===== src/rtl/spi_cmd_master_if.sv =====
// Command/response stream and SPI pad signals of the flash command initiator.
// "master" is the initiator side; "slave" is the requester and pad side.
interface spi_cmd_master_if #(
  parameter int ADDR_BYTES = 3,
  parameter int LEN_WIDTH  = 8
);
  logic                    io_cmd_valid;
  logic                    io_cmd_ready;
  logic [7:0]              io_cmd_opcode;
  logic                    io_cmd_has_addr;
  logic [8*ADDR_BYTES-1:0] io_cmd_addr;
  logic [LEN_WIDTH-1:0]    io_cmd_rsp_len;
  logic                    io_rsp_valid;
  logic [7:0]              io_rsp_data;
  logic                    io_busy;
  logic                    io_spi_sclk;
  logic                    io_spi_mosi;
  logic                    io_spi_miso;
  logic                    io_spi_ss;

  modport master (
    input  io_cmd_valid, io_cmd_opcode, io_cmd_has_addr, io_cmd_addr, io_cmd_rsp_len,
    input  io_spi_miso,
    output io_cmd_ready, io_rsp_valid, io_rsp_data, io_busy,
    output io_spi_sclk, io_spi_mosi, io_spi_ss
  );

  modport slave (
    output io_cmd_valid, io_cmd_opcode, io_cmd_has_addr, io_cmd_addr, io_cmd_rsp_len,
    output io_spi_miso,
    input  io_cmd_ready, io_rsp_valid, io_rsp_data, io_busy,
    input  io_spi_sclk, io_spi_mosi, io_spi_ss
  );
endinterface


===== src/rtl/spi_cmd_master.sv =====
// SPI mode-0 initiator: one opcode, optional address, N response bytes per command.
// Every SCLK edge and phase change happens on a divider tick (one tick per CLK_DIV cycles).
module spi_cmd_master #(
  parameter int CLK_DIV    = 4,
  parameter int ADDR_BYTES = 3,
  parameter int LEN_WIDTH  = 8
) (
  input logic              io_clk,
  input logic              io_rst,
  spi_cmd_master_if.master bus
);
  localparam int DIV_W = (CLK_DIV > 1) ? $clog2(CLK_DIV) : 1;
  localparam int TX_W  = 8 * (1 + ADDR_BYTES);

  typedef enum logic [2:0] {IDLE, SETUP, CMD, ADDR, RSP, HOLD, GAP} state_t;

  state_t               state_reg, state_next;
  logic [DIV_W-1:0]     div_reg, div_next;
  logic [2:0]           bit_reg, bit_next;
  logic [1:0]           abyte_reg, abyte_next;
  logic [LEN_WIDTH-1:0] rcnt_reg, rcnt_next;
  logic                 has_addr_reg, has_addr_next;
  logic [TX_W-1:0]      tx_reg, tx_next;
  logic [7:0]           rx_reg, rx_next;
  logic [7:0]           data_reg, data_next;
  logic                 valid_reg, valid_next;
  logic                 sclk_reg, sclk_next;
  logic                 mosi_reg, mosi_next;
  logic                 ss_reg, ss_next;
  logic                 tick;

  assign tick = (div_reg == DIV_W'(CLK_DIV - 1));

  always_ff @(posedge io_clk or posedge io_rst) begin
    if (io_rst) begin
      state_reg    <= IDLE;
      div_reg      <= '0;
      bit_reg      <= '0;
      abyte_reg    <= '0;
      rcnt_reg     <= '0;
      has_addr_reg <= 1'b0;
      tx_reg       <= '0;
      rx_reg       <= '0;
      data_reg     <= '0;
      valid_reg    <= 1'b0;
      sclk_reg     <= 1'b0;
      mosi_reg     <= 1'b0;
      ss_reg       <= 1'b1;
    end else begin
      state_reg    <= state_next;
      div_reg      <= div_next;
      bit_reg      <= bit_next;
      abyte_reg    <= abyte_next;
      rcnt_reg     <= rcnt_next;
      has_addr_reg <= has_addr_next;
      tx_reg       <= tx_next;
      rx_reg       <= rx_next;
      data_reg     <= data_next;
      valid_reg    <= valid_next;
      sclk_reg     <= sclk_next;
      mosi_reg     <= mosi_next;
      ss_reg       <= ss_next;
    end
  end

  always_comb begin
    state_next    = state_reg;
    div_next      = tick ? '0 : div_reg + 1'b1;
    bit_next      = bit_reg;
    abyte_next    = abyte_reg;
    rcnt_next     = rcnt_reg;
    has_addr_next = has_addr_reg;
    tx_next       = tx_reg;
    rx_next       = rx_reg;
    data_next     = data_reg;
    valid_next    = 1'b0;
    sclk_next     = sclk_reg;
    mosi_next     = mosi_reg;
    ss_next       = ss_reg;

    case (state_reg)
      IDLE: begin
        if (bus.io_cmd_valid) begin
          state_next    = SETUP;
          div_next      = '0;
          ss_next       = 1'b0;
          tx_next       = {bus.io_cmd_opcode, bus.io_cmd_addr};
          mosi_next     = bus.io_cmd_opcode[7];
          has_addr_next = bus.io_cmd_has_addr;
          rcnt_next     = bus.io_cmd_rsp_len;
          bit_next      = '0;
          abyte_next    = '0;
        end
      end
      SETUP: begin
        if (tick) state_next = CMD;
      end
      CMD, ADDR, RSP: begin
        if (tick) begin
          sclk_next = ~sclk_reg;
          if (!sclk_reg) begin
            rx_next = {rx_reg[6:0], bus.io_spi_miso};
            if (state_reg == RSP && bit_reg == 3'd7) begin
              valid_next = 1'b1;
              data_next  = {rx_reg[6:0], bus.io_spi_miso};
            end
          end else begin
            // Falling edge: advance the bit and present the next MOSI bit.
            bit_next  = bit_reg + 1'b1;
            tx_next   = tx_reg << 1;
            mosi_next = (state_reg == RSP) ? 1'b0 : tx_reg[TX_W-2];
            if (bit_reg == 3'd7) begin
              if (state_reg == CMD) begin
                if (has_addr_reg) begin
                  state_next = ADDR;
                end else begin
                  mosi_next  = 1'b0;
                  state_next = (rcnt_reg != '0) ? RSP : HOLD;
                end
              end else if (state_reg == ADDR) begin
                if (abyte_reg == 2'(ADDR_BYTES - 1)) begin
                  mosi_next  = 1'b0;
                  state_next = (rcnt_reg != '0) ? RSP : HOLD;
                end else begin
                  abyte_next = abyte_reg + 1'b1;
                end
              end else begin
                // Count down from rsp_len so the maximum length never wraps early.
                rcnt_next = rcnt_reg - 1'b1;
                if (rcnt_reg == LEN_WIDTH'(1)) state_next = HOLD;
              end
            end
          end
        end
      end
      HOLD: begin
        if (tick) begin
          ss_next    = 1'b1;
          state_next = GAP;
        end
      end
      GAP: begin
        if (tick) state_next = IDLE;
      end
      default: state_next = IDLE;
    endcase
  end

  assign bus.io_cmd_ready = (state_reg == IDLE);
  assign bus.io_busy      = (state_reg != IDLE);
  assign bus.io_rsp_valid = valid_reg;
  assign bus.io_rsp_data  = data_reg;
  assign bus.io_spi_sclk  = sclk_reg;
  assign bus.io_spi_mosi  = mosi_reg;
  assign bus.io_spi_ss    = ss_reg;
endmodule


===== src/flat_wrapper.sv =====
// flat-port wrapper written by rule: the top's interface ports become plain ports
module spi_cmd_master_flat 
#(
  parameter int CLK_DIV    = 4,
  parameter int ADDR_BYTES = 3,
  parameter int LEN_WIDTH  = 8
)
  (io_clk, io_rst, bus_io_cmd_valid, bus_io_cmd_opcode, bus_io_cmd_has_addr, bus_io_cmd_addr, bus_io_cmd_rsp_len, bus_io_spi_miso, bus_io_cmd_ready, bus_io_rsp_valid, bus_io_rsp_data, bus_io_busy, bus_io_spi_sclk, bus_io_spi_mosi, bus_io_spi_ss);
  spi_cmd_master_if #(.ADDR_BYTES(ADDR_BYTES), .LEN_WIDTH(LEN_WIDTH)) bus_i ();
  input logic io_clk;
  input logic io_rst;
  input wire logic [$bits(bus_i.io_cmd_valid)-1:0] bus_io_cmd_valid;
  input wire logic [$bits(bus_i.io_cmd_opcode)-1:0] bus_io_cmd_opcode;
  input wire logic [$bits(bus_i.io_cmd_has_addr)-1:0] bus_io_cmd_has_addr;
  input wire logic [$bits(bus_i.io_cmd_addr)-1:0] bus_io_cmd_addr;
  input wire logic [$bits(bus_i.io_cmd_rsp_len)-1:0] bus_io_cmd_rsp_len;
  input wire logic [$bits(bus_i.io_spi_miso)-1:0] bus_io_spi_miso;
  output wire logic [$bits(bus_i.io_cmd_ready)-1:0] bus_io_cmd_ready;
  output wire logic [$bits(bus_i.io_rsp_valid)-1:0] bus_io_rsp_valid;
  output wire logic [$bits(bus_i.io_rsp_data)-1:0] bus_io_rsp_data;
  output wire logic [$bits(bus_i.io_busy)-1:0] bus_io_busy;
  output wire logic [$bits(bus_i.io_spi_sclk)-1:0] bus_io_spi_sclk;
  output wire logic [$bits(bus_i.io_spi_mosi)-1:0] bus_io_spi_mosi;
  output wire logic [$bits(bus_i.io_spi_ss)-1:0] bus_io_spi_ss;
  assign bus_i.io_cmd_valid = bus_io_cmd_valid;
  assign bus_i.io_cmd_opcode = bus_io_cmd_opcode;
  assign bus_i.io_cmd_has_addr = bus_io_cmd_has_addr;
  assign bus_i.io_cmd_addr = bus_io_cmd_addr;
  assign bus_i.io_cmd_rsp_len = bus_io_cmd_rsp_len;
  assign bus_i.io_spi_miso = bus_io_spi_miso;
  assign bus_io_cmd_ready = bus_i.io_cmd_ready;
  assign bus_io_rsp_valid = bus_i.io_rsp_valid;
  assign bus_io_rsp_data = bus_i.io_rsp_data;
  assign bus_io_busy = bus_i.io_busy;
  assign bus_io_spi_sclk = bus_i.io_spi_sclk;
  assign bus_io_spi_mosi = bus_i.io_spi_mosi;
  assign bus_io_spi_ss = bus_i.io_spi_ss;
  spi_cmd_master #(.CLK_DIV(CLK_DIV), .ADDR_BYTES(ADDR_BYTES), .LEN_WIDTH(LEN_WIDTH)) u_core (.io_clk(io_clk), .io_rst(io_rst), .bus(bus_i));
endmodule

===== config.mk =====
export PLATFORM = sky130hd
export DESIGN_NAME = spi_cmd_master_flat
export DESIGN_NICKNAME = d
export VERILOG_FILES = /design/src/rtl/spi_cmd_master_if.sv /design/src/rtl/spi_cmd_master.sv /design/src/flat_wrapper.sv
export SDC_FILE = /design/constraint.sdc
export NUM_CORES = 1
export LEC_CHECK = 0
export BUFFER_PORTS_ARGS = -buffer_cell sky130_fd_sc_hd__buf_2
export CORE_UTILIZATION = 60
export DETAILED_ROUTE_END_ITERATION = 8
export GPL_TIMING_DRIVEN = 0
export PLACE_DENSITY = 0.92
export SYNTH_ARGS = -nofsm -noshare
export SYNTH_HDL_FRONTEND = slang
export SYNTH_SLANG_ARGS = --single-unit

===== constraint.sdc =====
create_clock -name io_clk -period 3.3 [get_ports io_clk]
set_input_delay 0.66 -clock io_clk [delete_from_list [all_inputs] [get_ports io_clk]]
set_output_delay 0.66 -clock io_clk [all_outputs]
set_load 0.01 [all_outputs]

==> reports/metrics.yaml, run 1 <==
synth:
  synth_cell_type_count: 54
  yosysTopAreaCell: "dfrtp_1"
  synth_warnings: 0
  netlist_area_um2: 3372
  syn_nets: 374
  synth_commonest_cells: "dfrtp_1, nand2_1, o21ai_0"
  yosys_register_bits: 69
  async_flop_share: 1.000
  synth_edf_count: 0
  yosys.area.top_type_share: 0.5046
  synth_cells: 322
  yosysSeqAreaShare: 0.5124
  ys.flop_type: "dfrtp_1"
  yosysMostFrequentCell: "dfrtp_1"
  synth.area.top_cells: "dfrtp_1, mux2i_1, o21ai_0"
  synth_area_per_cell_um2: 10.47
worst_setup_path:
  startpoint_type: "register"
  cp-end-kind: "primary output"
  cp.arrival_ns: 1.65
  timing.critical_path.fanout_max: 10
  r2r-end: "u_core.tx_reg[3]"
  reg2regPathDepth: 7
  reg2reg_from: "u_core.div_reg[0]"
  path_class: "register to primary output"
  reg2reg_slack_ns: 1.28
  required_ns: 2.64
clock_network:
  cts_sinks: 69
  ctsHoldBuffers: 0
  cts_resized: 0
  cts_buffer_depth: 2
  clock_latency_ns: 0.34
  clk_pin_slew_worst_paths_ns: 0.07
  h-tree-depth: 3
  cts_tree: "yes"
  cts_setup_buffers: 0
  cts_root_buf: "clkbuf_8"
  cts_inserted_buffers: 9
route:
  routedWlPerCell_um: 15.05
  drtAntennaViolNets: 0
  via_per_inst: 5.727
  drtIter0Drc: 194
  via_count: 2669
  wirelength_um: 7015
  drc: 0
  firstDrtPassIters: 4
sta:
  rsz0062_at_grt: "no"
  period_needed_ns: 2.313
  timing.final.crit_share: 0.7009
  finalHoldViolCount: 0
  layout_setup_ws_ns: 0.9869
  slew_violations: 0
  setup_tns_ns: 0
  setup_viol: 0
  max_freq_mhz: 432.3
  finClkSkew_ns: 0.006696
  tightest_slew_ns: 0.8142
  relSlewSlack: 0.4572
global_route:
  grt_pass1_vias: 2702
  grt_pass1_wl_um: 11760
  grt_start_max_net_pins: 70
  antenna_found_initial: 0
  overflow: 0
  globalRouteTotalUtil: 0.2547
power_and_ir_drop:
  p_leak_uw: 0.001830
  intPower_uw: 2024
  clkPwrFrac: 0.180
  p_seq_frac: 0.396
  power.share.combinational: 0.424
  ir_worst_vdd_mv: 0.4408
  p_per_area_nw_per_um2: 859.6
  switching_share: 0.4006
  p_total_uw: 3377
  power.switching_uw: 1353
floorplanning:
  core_um2: 5270
  fp.dieH_um: 76.97
  boundaryPins: 59
  die_x_um: 76.97
  start_util: 0.6398
  row_count: 26
  die_area_um2: 5924
placed_design:
  gp_congestion: 0.9173
  dpl.hpwl_um: 5092
  io_buffers: 58
  preCtsSetupSlack_ns: 1.189
cells_and_area:
  final_core_util: 0.7455
  fin_nets: 443
  largest_register_ffs: 31
  syn_to_final_growth_pct: 16.51
  drive_gt1_frac: 0.2904
  n_antenna_cell: 0
worst_hold_path:
  hold_start: "u_core.div_reg[0]"
  whs_path_depth: 1
  min_to: "u_core.div_reg[0]"
  hold_path_class: "register to register"
outcome:
  status: "complete, no violations"
job:
  cap_violations: 0
-- layout by cell type, fill, tap and decap left out, types with 2 or more instances in the layout --
cell        Yosys  final
clkbuf_1        6      6
o21ai_0        46     46
a21oi_1        12     12
nor3_1          3      3
dfrtp_1        68     68
nand3_1         6      6
nand2_1        49     49
ha_1            7      7
buf_4           3      3
nand2b_1        2      2
mux2i_1        30     30
clkbuf_8        0     10
mux2_2         15     15
nand2_2         2      2
nor2b_1         4      4
clkinv_2        0      3
buf_2           7     65
o21ai_1         2      2
o211ai_1        2      2
inv_1          12     11
clkinvlp_4      0      2
nor2_1         10     10
buf_6           2      2
-- through the flow --
step / std cells / hold WS (ns) / instance area, um^2
finish: 466 / 0.4550 / 3929
global route: 466 / 0.4834 / 3929
CTS: 466 / 0.4593 / 3929
detailed placement: 450 / 0.4492 / 3752
global placement: 450 / 0.4270 / 3750
floorplan: 322 / 0.4109 / 3372
-- how the worst max path moves through the flow --
stage / start / endpoint / slack (ns)
finish: u_core.state_reg[1] / bus_io_busy / 0.99
global route: u_core.state_reg[1] / bus_io_busy / 0.92
CTS: u_core.state_reg[1] / bus_io_busy / 0.99
detailed placement: bus_io_cmd_valid / u_core.tx_reg[16] / 1.19
global placement: io_rst / u_core.tx_reg[22] / 0.11
floorplan: io_rst / u_core.abyte_reg[0] / 0.90
-- worst max-delay path, cell delays in order, from the launching register on --
cell	delay [ns]
dfrtp_1	0.41
buf_2	0.19
or2_2	0.35
nor2_1	0.14
inv_1	0.07
buf_2	0.14
-- power groups by stage --
stage	registers (uW)	logic, uW	clock network [uW]
after floorplan	1300	1110	0
after global placement	1330	1360	0
after detailed placement	1350	1430	0
after CTS	1330	1440	621
after global routing	1370	1600	652
final	1340	1430	608
-- cell families (layout without fill, tap and decap cells) --
group / count (synthesis) / count (layout) / share of synthesized area
muxes: 47 / 47 / 0.1469
buffers and inverters: 30 / 104 / 0.04378
adders and majority gates: 7 / 7 / 0.02597
AOI/OAI and AO/OA: 79 / 79 / 0.1395
and+or+nand+nor: 90 / 90 / 0.1314
DFF: 69 / 69 / 0.5124
-- routing by layer --
| layer | vias up | track usage | routed length, um |
|---|---|---|---|
| met3 | 15 | 0.04286 | 319 |
| li1 | 1276 | - | - |
| met2 | 81 | 0.4232 | 3486 |
| met4 | 0 | 0.1250 | 145 |
| met5 | - | 0 | 0 |
| met1 | 1297 | 0.3224 | 3064 |
-- area by class of cell --
type / instances / area [um^2]
well taps: 70 / 87.58
fillers: 379 / 1341
plain buffers: 18 / 102.6
clock buffers: 10 / 137.6
flip-flops and latches: 69 / 1728
inverters: 12 / 47.55
multi-input cells: 223 / 1496
repair buffers: 58 / 290.3
clock inverters: 6 / 38.79
No activity file was read; power rests on OpenSTA's default activity.
==> run 2, diff against run 1 <==
Settings changed: CORE_UTILIZATION 60 to 56, PLACE_DENSITY 0.92 to 0.87.
Clock period 3.3 ns to 2.25 ns, I/O delays scaled along.
==> run 2 against run 1 <==
Sequential power increased by 46%. Via count increased by 1.4%. Core utilization decreased by 4.8 points. Cell count increased by 0.43%. Clock skew increased by 0.0024 ns. First-iteration DRC count increased by 40%. Critical path depth unchanged. Sequential share of layout area about the same. Die area increased by 7.0%. Worst hold slack got worse by 0.17 ns. Critical path type unchanged. Largest power group unchanged.
==> reports/metrics.yaml, run 2 (synthesis results as in run 1) <==
cells_and_area:
  stdcell_count: 468  # +0.43%
  final_common_cell: "dfrtp_1"
  drive_gt1_frac: 0.2879  # -0.002525
  design_area_um2: 3933  # about the same
  fill_cells: 427  # +13%
  fin_nets: 443  # unchanged
  syn_to_final_growth_pct: 16.62  # about the same
  largest_register_ffs: 31  # unchanged
  layout_common_cells: "dfrtp_1, buf_2, nand2_1, o21ai_0, mux2i_1"
  n_antenna_cell: 0  # unchanged
worst_setup_path:
  cp-end-kind: "primary output"
  required_ns: 1.80  # -0.84 ns
  crit_slowest_cell: "dfrtp_1"
  startpoint_type: "register"
  worst_path_most_repeated_cell: "buf_2"
  path_class: "register to primary output"
  timing.critical_path.fanout_max: 10  # unchanged
  cp.arrival_ns: 1.64  # about the same
  path_cells: "buf_2, or2_2, nor2_1, inv_1, buf_2"
  cpPeakStageDelay_ns: 0.41  # about the same
sta:
  layout_setup_ws_ns: 0.1650  # -0.8220 ns
  period_needed_ns: 2.085
  setup_tns_ns: 0  # unchanged
  finalHoldViolCount: 0  # unchanged
  max_freq_mhz: 479.6
  slew_violations: 0  # unchanged
  rsz0062_at_grt: "no"
  timing.final.crit_share: 0.9267
  finClkSkew_ns: 0.009144  # +0.002449 ns
  setup_viol: 0  # unchanged
  tightest_slew_ns: 0.8402  # +0.02595 ns
  relSlewSlack: 0.4399  # -0.01730
route:
  drtIter0Drc: 272  # +40%
  wirelength_um: 7367  # +5.0%
  drc: 0  # unchanged
  firstDrtPassIters: 5  # +1
  via_per_inst: 5.782  # +0.95%
  routedWlPerCell_um: 15.74  # +4.6%
  via_count: 2706  # +1.4%
  drtAntennaViolNets: 0  # unchanged
placed_design:
  dpl_cell_area_um2: 3755  # about the same
  gp_congestion: 0.9703  # +5.8%
  io_buffers: 58  # unchanged
  preCtsSetupSlack_ns: 0.2492  # -0.9395 ns
  dpl.hpwl_um: 5137  # +0.88%
  dp_cells: 452  # +0.44%
power_and_ir_drop:
  p_per_area_nw_per_um2: 1271  # +48%
  p_total_uw: 4999  # +48%
  ir_worst_vdd_mv: 0.6583  # +49%
  p_leak_uw: 0.001823  # -0.36%
clock_network:
  clock_latency_ns: 0.34  # about the same
  cts_buffer_depth: 2  # unchanged
  ctsHoldBuffers: 0  # unchanged
  cts_resized: 0  # unchanged
  cts_tree: "yes"
  h-tree-depth: 3  # unchanged
  cts_root_buf: "clkbuf_8"
  cts_setup_buffers: 0  # unchanged
  cts_sinks: 69  # unchanged
  cts_inserted_buffers: 9  # unchanged
  clk_pin_slew_worst_paths_ns: 0.08  # about the same
floorplanning:
  die_area_um2: 6335  # +7.0%
  fp.dieH_um: 79.60  # +3.4%
  start_util: 0.5977  # -0.04215
  boundaryPins: 59  # unchanged
  core_um2: 5642  # +7.1%
  row_count: 27  # +3.8%
  die_x_um: 79.60  # +3.4%
global_route:
  grt_start_max_net_pins: 70  # unchanged
  antenna_found_initial: 0  # unchanged
  grt_pass1_vias: 2581  # -4.5%
  overflow: 0  # unchanged
  globalRouteTotalUtil: 0.2569  # +0.002102
  grt_pass1_wl_um: 12300  # +4.6%
job:
  cap_violations: 0  # unchanged
worst_hold_path:
  hold_path_class: "primary input to asynchronous set/reset pin"
outcome:
  status: "complete, no violations"
## run 2: changes by cell type in the layout (fill, tap and decap cells not counted), sizes merged
| cell | delta |
|---|---|
| clkinv | -2 |
| clkbuf | +1 |
| clkinvlp | +1 |
## run 2: final timing paths
| path | depth (start not counted) | from | slack [ns] | to |
|---|---|---|---|---|
| worst max-delay path | 5 | u_core.state_reg[1] | 0.16 | bus_io_busy |
| worst min-delay path | 2 | io_rst | 0.28 | u_core.bus.io_rsp_data[3] |
| worst max register to register | 8 | u_core.div_reg[0] | 0.19 | u_core.tx_reg[25] |
| worst min register to register | 1 | u_core.div_reg[0] | 0.46 | u_core.div_reg[0] |
| max in group asynchronous | 2 | io_rst | 1.42 | u_core.rcnt_reg[2] |
| min in group io_clk | 2 | bus_io_cmd_addr[0] | 0.34 | u_core.tx_reg[0] |
## run 2: critical path, delay by kind of cell (launching register included)
| kind | cells | cell delay [ns] |
|---|---|---|
| AND/OR/NAND/NOR | 2 | 0.49 |
| flip-flops | 1 | 0.41 |
| buffers and inverters | 3 | 0.40 |
## run 2: final cells by class
class,instances,area [um^2],area share
plain buffers,18,102.6,0.02609
clock buffers,11,141.4,0.03595
clock inverters,5,36.28,0.009227
inverters,12,47.55,0.01209
multi-input cells,223,1496,0.3805
flip-flops and latches,69,1728,0.4394
well taps,72,90.09,0.02291
repair buffers,58,290.3,0.07381
## run 2: per-layer routing
layer / share of wire / vias up / track usage / wire length, um
met3: 0.058 / 16 / 0.04114 / 426
met4: 0.018 / 0 / 0.09818 / 134
met5: 0 / - / 0 / 0
met1: 0.43 / 1305 / 0.3354 / 3148
met2: 0.50 / 107 / 0.4291 / 3658
li1: - / 1278 / - / -
## run 2: power breakdown
group          switching, uW  internal [uW]  leakage [uW]
logic                   1240            886      0.000848
registers                306           1660      0.000894
clock network            477            430     0.0000815
total                   2030           2970       0.00182
## run 2: per-stage QoR
step	util	hold slack (ns)
after detailed placement	0.6656	0.4572
after global routing	0.6971	0.3365
after CTS	0.6971	0.3149
after floorplan	-	0.4109
after global placement	0.6651	0.4230
final	0.6971	0.2817
